<file path="src/rtl/quad_uart_wb_arbiter.sv">
// rtl/quad_uart_wb_arbiter.sv - round-robin arbiter sharing one Wishbone slave among four requesters
// One single-beat classic cycle per grant, with a watchdog bounding every bus cycle.
module quad_uart_wb_arbiter #(
  parameter int NUM_REQ = 4,
  parameter int ADR_W   = 32,
  parameter int DAT_W   = 32,
  parameter int TIMEOUT = 256
) (
  input  logic                     wb_clk_i,
  input  logic                     wb_rst_i,
  input  logic [NUM_REQ-1:0]       req_i,
  input  logic [NUM_REQ*ADR_W-1:0] req_adr_i,
  input  logic [NUM_REQ*DAT_W-1:0] req_dat_i,
  input  logic [NUM_REQ-1:0]       req_we_i,
  input  logic [NUM_REQ*4-1:0]     req_sel_i,
  output logic [NUM_REQ-1:0]       gnt_o,
  output logic [NUM_REQ-1:0]       done_o,
  output logic [NUM_REQ-1:0]       err_o,
  output logic [DAT_W-1:0]         rdata_o,
  output logic [ADR_W-1:0]         wb_adr_o,
  output logic [DAT_W-1:0]         wb_dat_o,
  output logic [3:0]               wb_sel_o,
  output logic                     wb_we_o,
  output logic                     wb_cyc_o,
  output logic                     wb_stb_o,
  input  logic [DAT_W-1:0]         wb_dat_i,
  input  logic                     wb_ack_i,
  input  logic                     wb_err_i
);

  typedef enum logic [1:0] {ST_IDLE, ST_BUS, ST_RESP} state_e;

  state_e               state_q;
  logic [1:0]           rr_ptr_q;
  logic [1:0]           cur_q;
  logic [15:0]          cnt_q;
  logic [15:0]          cnt_d;
  logic [NUM_REQ-1:0]   gnt_q;
  logic [NUM_REQ-1:0]   done_q;
  logic [NUM_REQ-1:0]   err_q;
  logic [DAT_W-1:0]     rdata_q;
  logic [ADR_W-1:0]     adr_q;
  logic [DAT_W-1:0]     dat_q;
  logic [3:0]           sel_q;
  logic                 we_q;
  logic                 cyc_q;
  logic                 win_vld_d;
  logic [1:0]           win_idx_d;
  logic [1:0]           scan_idx;
  logic [NUM_REQ-1:0]   cur_onehot;

  // Scan lowest priority (the last winner) first so the closest successor overwrites it.
  always_comb begin
    win_vld_d = 1'b0;
    win_idx_d = 2'd0;
    scan_idx  = 2'd0;
    for (int i = NUM_REQ; i >= 1; i--) begin
      scan_idx = rr_ptr_q + 2'(i);
      if (req_i[scan_idx]) begin
        win_vld_d = 1'b1;
        win_idx_d = scan_idx;
      end
    end
  end

  assign cnt_d      = cnt_q + 16'd1;
  assign cur_onehot = {{(NUM_REQ-1){1'b0}}, 1'b1} << cur_q;

  always_ff @(posedge wb_clk_i or negedge wb_rst_i) begin
    if (!wb_rst_i) begin
      state_q  <= ST_IDLE;
      rr_ptr_q <= 2'd3;
      cur_q    <= 2'd0;
      cnt_q    <= 16'd0;
      gnt_q    <= '0;
      done_q   <= '0;
      err_q    <= '0;
      rdata_q  <= '0;
      adr_q    <= '0;
      dat_q    <= '0;
      sel_q    <= 4'd0;
      we_q     <= 1'b0;
      cyc_q    <= 1'b0;
    end else begin
      case (state_q)
        ST_IDLE: begin
          if (win_vld_d) begin
            adr_q   <= req_adr_i[int'(win_idx_d)*ADR_W +: ADR_W];
            dat_q   <= req_dat_i[int'(win_idx_d)*DAT_W +: DAT_W];
            sel_q   <= req_sel_i[int'(win_idx_d)*4 +: 4];
            we_q    <= req_we_i[win_idx_d];
            gnt_q   <= {{(NUM_REQ-1){1'b0}}, 1'b1} << win_idx_d;
            cur_q   <= win_idx_d;
            cyc_q   <= 1'b1;
            cnt_q   <= 16'd0;
            state_q <= ST_BUS;
          end
        end
        ST_BUS: begin
          if (wb_ack_i || wb_err_i || (cnt_q == 16'(TIMEOUT - 1))) begin
            // Data is captured even on error; only a watchdog expiry forces zero.
            rdata_q  <= (wb_ack_i || wb_err_i) ? wb_dat_i : '0;
            err_q    <= (wb_ack_i && !wb_err_i) ? '0 : cur_onehot;
            done_q   <= cur_onehot;
            cyc_q    <= 1'b0;
            rr_ptr_q <= cur_q;
            state_q  <= ST_RESP;
          end else begin
            cnt_q <= cnt_d;
          end
        end
        ST_RESP: begin
          done_q  <= '0;
          err_q   <= '0;
          gnt_q   <= '0;
          state_q <= ST_IDLE;
        end
        default: state_q <= ST_IDLE;
      endcase
    end
  end

  assign gnt_o    = gnt_q;
  assign done_o   = done_q;
  assign err_o    = err_q;
  assign rdata_o  = rdata_q;
  assign wb_adr_o = adr_q;
  assign wb_dat_o = dat_q;
  assign wb_sel_o = sel_q;
  assign wb_we_o  = we_q;
  assign wb_cyc_o = cyc_q;
  assign wb_stb_o = cyc_q;

endmodule

</file>
<file path="config.mk">
export PLATFORM = sky130hd
export DESIGN_NAME = quad_uart_wb_arbiter
export DESIGN_NICKNAME = d
export VERILOG_FILES = /design/src/rtl/quad_uart_wb_arbiter.sv
export SDC_FILE = /design/constraint.sdc
export NUM_CORES = 1
export LEC_CHECK = 0
export BUFFER_PORTS_ARGS = -buffer_cell sky130_fd_sc_hd__clkbuf_2
export CAP_MARGIN = 20
export CORE_AREA = 3 3 165 167
export CTS_CLUSTER_DIAMETER = 200
export DETAILED_ROUTE_END_ITERATION = 6
export DIE_AREA = 0 0 168 170
export PLACE_DENSITY_LB_ADDON = 0.2
export SYNTH_ARGS = -nofsm -noshare
export SYNTH_HDL_FRONTEND = slang
export SYNTH_SLANG_ARGS = --single-unit
</file>
<file path="constraint.sdc">
create_clock -name wb_clk_i -period 3 [get_ports wb_clk_i]
set_input_delay 0.6 -clock wb_clk_i [delete_from_list [all_inputs] [get_ports wb_clk_i]]
set_output_delay 0.6 -clock wb_clk_i [all_outputs]
set_load 0.02 [all_outputs]
</file>
==> summary.md <==
| Metric | Value |
|---|---|
| Synthesized area per cell | around 11 sq um |
| Worst Tran Pin Value | roughly 0.55 ns |
| Placed cell area | between 0.009 and 0.01 sq mm |
| Clk pwr share | 0.204 |
| CTS tree | done |
| Gate Count Post-Synth | 640 |
| Share of layout cells above drive strength 1 | 0.457 |
| Post-synth ARST share | 1.00 |
| Ranking of synthesized cells by area | dfrtp_1, mux2i_1, o221ai_1 |
| Max-cap violations | 0 |
| Final setup violation count | 0 |
| Initial core utilization | 0.272 |
| Net Sw Power | about 4.7 mW |
| TritonCTS Buffers | 17 |
| Total global routing overflow | 0 |
| Number of flops mapped to enable cells by yosys | 0 |
| WP data required | 3.29 ns |
| CP peak stage delay | approximately 0.66 ns |
| Post-CTS resize count | 0 |
| Logic pwr share | 0.505 |
| Post-Place Worst Slack | approximately 0.37 ns |
| Netlist cell types | 44 |
| Final hold violations | 0 |
| GRT Overall Usage | 0.173 |
| Diodes inserted | 0 |
| Final WS setup | ~0.46 ns |
| Die Y | roughly 170 microns |
| Postcts setup bufs | 0 |
| CP endpoint kind | flip-flop |
| Final ANT Viol Nets | 0 |
| Lkg Pwr | between 5 and 6 nW |
| Layout Nets | approximately 1,400 |
| Synthesized area | 0.00706 sq mm |
| Startpoint types | flip-flop |
| Rows | 59 |
| First-pass DRT Iterations | 4 |
| Post-DP HPWL | 20.0 mm |
| Yosys top cell area share | 0.475 |
| Worst-path clk slew | roughly 0.060 ns |
| Largest net degree at the start of global routing | 81 |
| Warnings, synthesis | 0 |
| Largest area contributor in the netlist | dfrtp_1 |
| CP max stage cell | or4_1 |
| Worst hold path type | primary input to asynchronous set/reset pin |
| Relative slew slack | 0.637 |
| CTS max path bufs | 2 |
| Peak VDD IR | about 0.53 mV |
| RSZ-0062 raised after global routing | false |
| H-tree Lvls | 4 |
| Final TNS setup | 0 ns |
| Post-synthesis sequential area ratio | 0.483 |
| Core box area | between 0.02 and 0.03 sq mm |
| Fillers | approximately 2,600 |
| WS Path Type | flip-flop to flip-flop |
| # DRC | 0 |
| Vias in the first global route | 6,676 |
| First-pass GRT wire length | 39.1 mm |
| Max FO, Critical Path | 42 |
| Final min period | 2.54 ns |
| Commonest non-fill, non-tap cell in the layout | clkbuf_2 |
| Via/cell ratio | ~4.8 |
| Multi-input logic area | 0.00341 sq mm |
| Initial DRC count | 314 |
| Top_reg_cell synth | dfrtp_1 |
| Final instance area | 0.0102 sq mm |
| Internal | between 6 and 7 mW |
| Cell repeated most along the worst path | or4_1 |
| Register bit total from synthesis | approximately 140 |
| PD cells | roughly 1100 mW/mm^2 |
| IO buf count | 430 |
| Worst EP arrival | about 2.8 ns |
| Outcome | finished, final reports clean |
| Wire per inst | between 15 and 20 microns |
| Clk Latency, worst-skew pair | roughly 0.42 ns |
| Vias after detailed routing | 6,718 |
| Initial antenna violation count | 0 |
| Switching part of the total | 0.430 |
| Area grow syn2layout | 44.8% |
| Slew Limit Fails | 0 |
| Net count after synthesis | ~960 |
| CTS root buf | clkbuf_16 |
| Gpl congestion | 0.839 |
| Die X | between 150 and 200 microns |
| Worst path cell trace | or4_1 -> or4_1 -> a21o_1 -> buf_4 -> a22o_1 |
| WL final | ~26 mm |
| Most frequent cells in the layout | clkbuf_2, mux2i_1, dfrtp_1 |
| Die ar. | roughly 0.029 sq mm |
| Final critical-path share of the clock period | 0.848 |
| Register area | ~0.0034 sq mm |
| Fmax | 393 MHz |
| Clk sinks | roughly 140 |
| Hold_buf cts | 0 |
| Seq pwr share | 0.291 |
| Io pins | roughly 430 |
| Final setup skew | roughly 0.018 ns |
==> cell type report <==
cell class,instances,share of cell area
flip-flops and latches,136,0.333
clock inverters,11,0.0171
clock buffers,21,0.0431
well taps,335,0.0410
repair buffers,445,0.231
multi-input cells,448,0.334
inverters,3,0.00110
==> power by group through the flow <==
stage,logic (mW),clock network (mW),registers [mW]
after floorplan,2.79,0,4.00
after global placement,5.54,0,3.20
after detailed placement,5.60,0,3.20
after CTS,5.60,2.30,3.18
after global routing,5.96,2.38,3.28
final,5.51,2.23,3.17
==> synth_stat cells, types with 2 or more instances <==
master,n
a211o_1,3
a21o_1,5
a21oi_1,3
a22o_1,32
and2_1,5
and3_1,2
and4_1,3
buf_2,16
buf_6,5
clkbuf_1,31
dfrtp_1,134
dfstp_2,2
inv_1,3
mux2_2,2
mux2i_1,143
nand2_1,96
nand2b_1,4
nand3_1,13
nand4_1,7
nor2_1,19
nor2b_1,2
nor4b_1,3
o21ai_0,8
o221ai_1,69
or4_1,4
xnor2_1,3
xor2_1,6
==> worst paths after layout <==
path / depth (start not counted) / start / endpoint / slack [ns]
setup / recovery: 5 / cnt_q[12] / rdata_o[16] / 0.46
hold / removal: 1 / wb_rst_i / rdata_o[29] / 0.15
setup reg to reg: 5 / cnt_q[12] / rdata_o[16] / 0.46
hold reg to reg: 2 / wb_sel_o[2] / wb_sel_o[2] / 0.48
max in group asynchronous: 2 / wb_rst_i / wb_dat_o[1] / 1.97
min in group wb_clk_i: 2 / wb_dat_i[25] / rdata_o[25] / 0.40
==> per-layer routing <==
metal  track usage  routed length (microns)  up-vias  share of wire
li1              -                        -     3241              -
met1         0.225                    10900     3173           0.42
met2         0.287                    12800      283           0.49
met3        0.0418                     1750       21          0.067
met4        0.0487                      461        0          0.018
met5             0                        0        -              0
==> state kept, by name, summed over array words and instances, names as in the netlist <==
register  flops
wb_dat_o     32
cur_q         2
rdata_o      32
state_q       2
err_o         4
wb_we_o       1
wb_sel_o      4
wb_adr_o     32
done_o        4
wb_cyc_o      1
gnt_o         4
cnt_q        16
rr_ptr_q      2
==> cells by family after synthesis <==
family / count (synthesis) / share of synthesized area
and+or+nand+nor: 164 / 0.105
muxes: 145 / 0.206
DFF: 136 / 0.483
AOI/OAI and AO/OA: 129 / 0.154
buffers and inverters: 56 / 0.0385
xor gates and xnor gates: 9 / 0.0112
adders and majority gates: 1 / 0.00177
==> per-stage QoR <==
| stage | hold slack (ns) | utilization | total power [mW] | cells |
|---|---|---|---|---|
| after global routing | 0.176 | 0.394 | 11.6 | 1399 |
| after global placement | 0.471 | 0.371 | 8.74 | 1367 |
| after detailed placement | 0.473 | 0.371 | 8.80 | 1367 |
| after CTS | 0.153 | 0.394 | 11.1 | 1399 |
| after floorplan | 0.304 | - | 6.79 | 640 |
| final | 0.151 | 0.394 | 10.9 | 1399 |
==> worst max-delay path, delay by kind of cell (launching register included) <==
kind | cells | cell delay, ns
compound gates | 2 | 0.55
buf+inv | 1 | 0.28
flops | 1 | 0.40
simple gates | 2 | 1.18
No activity file was read; power rests on OpenSTA's default activity.
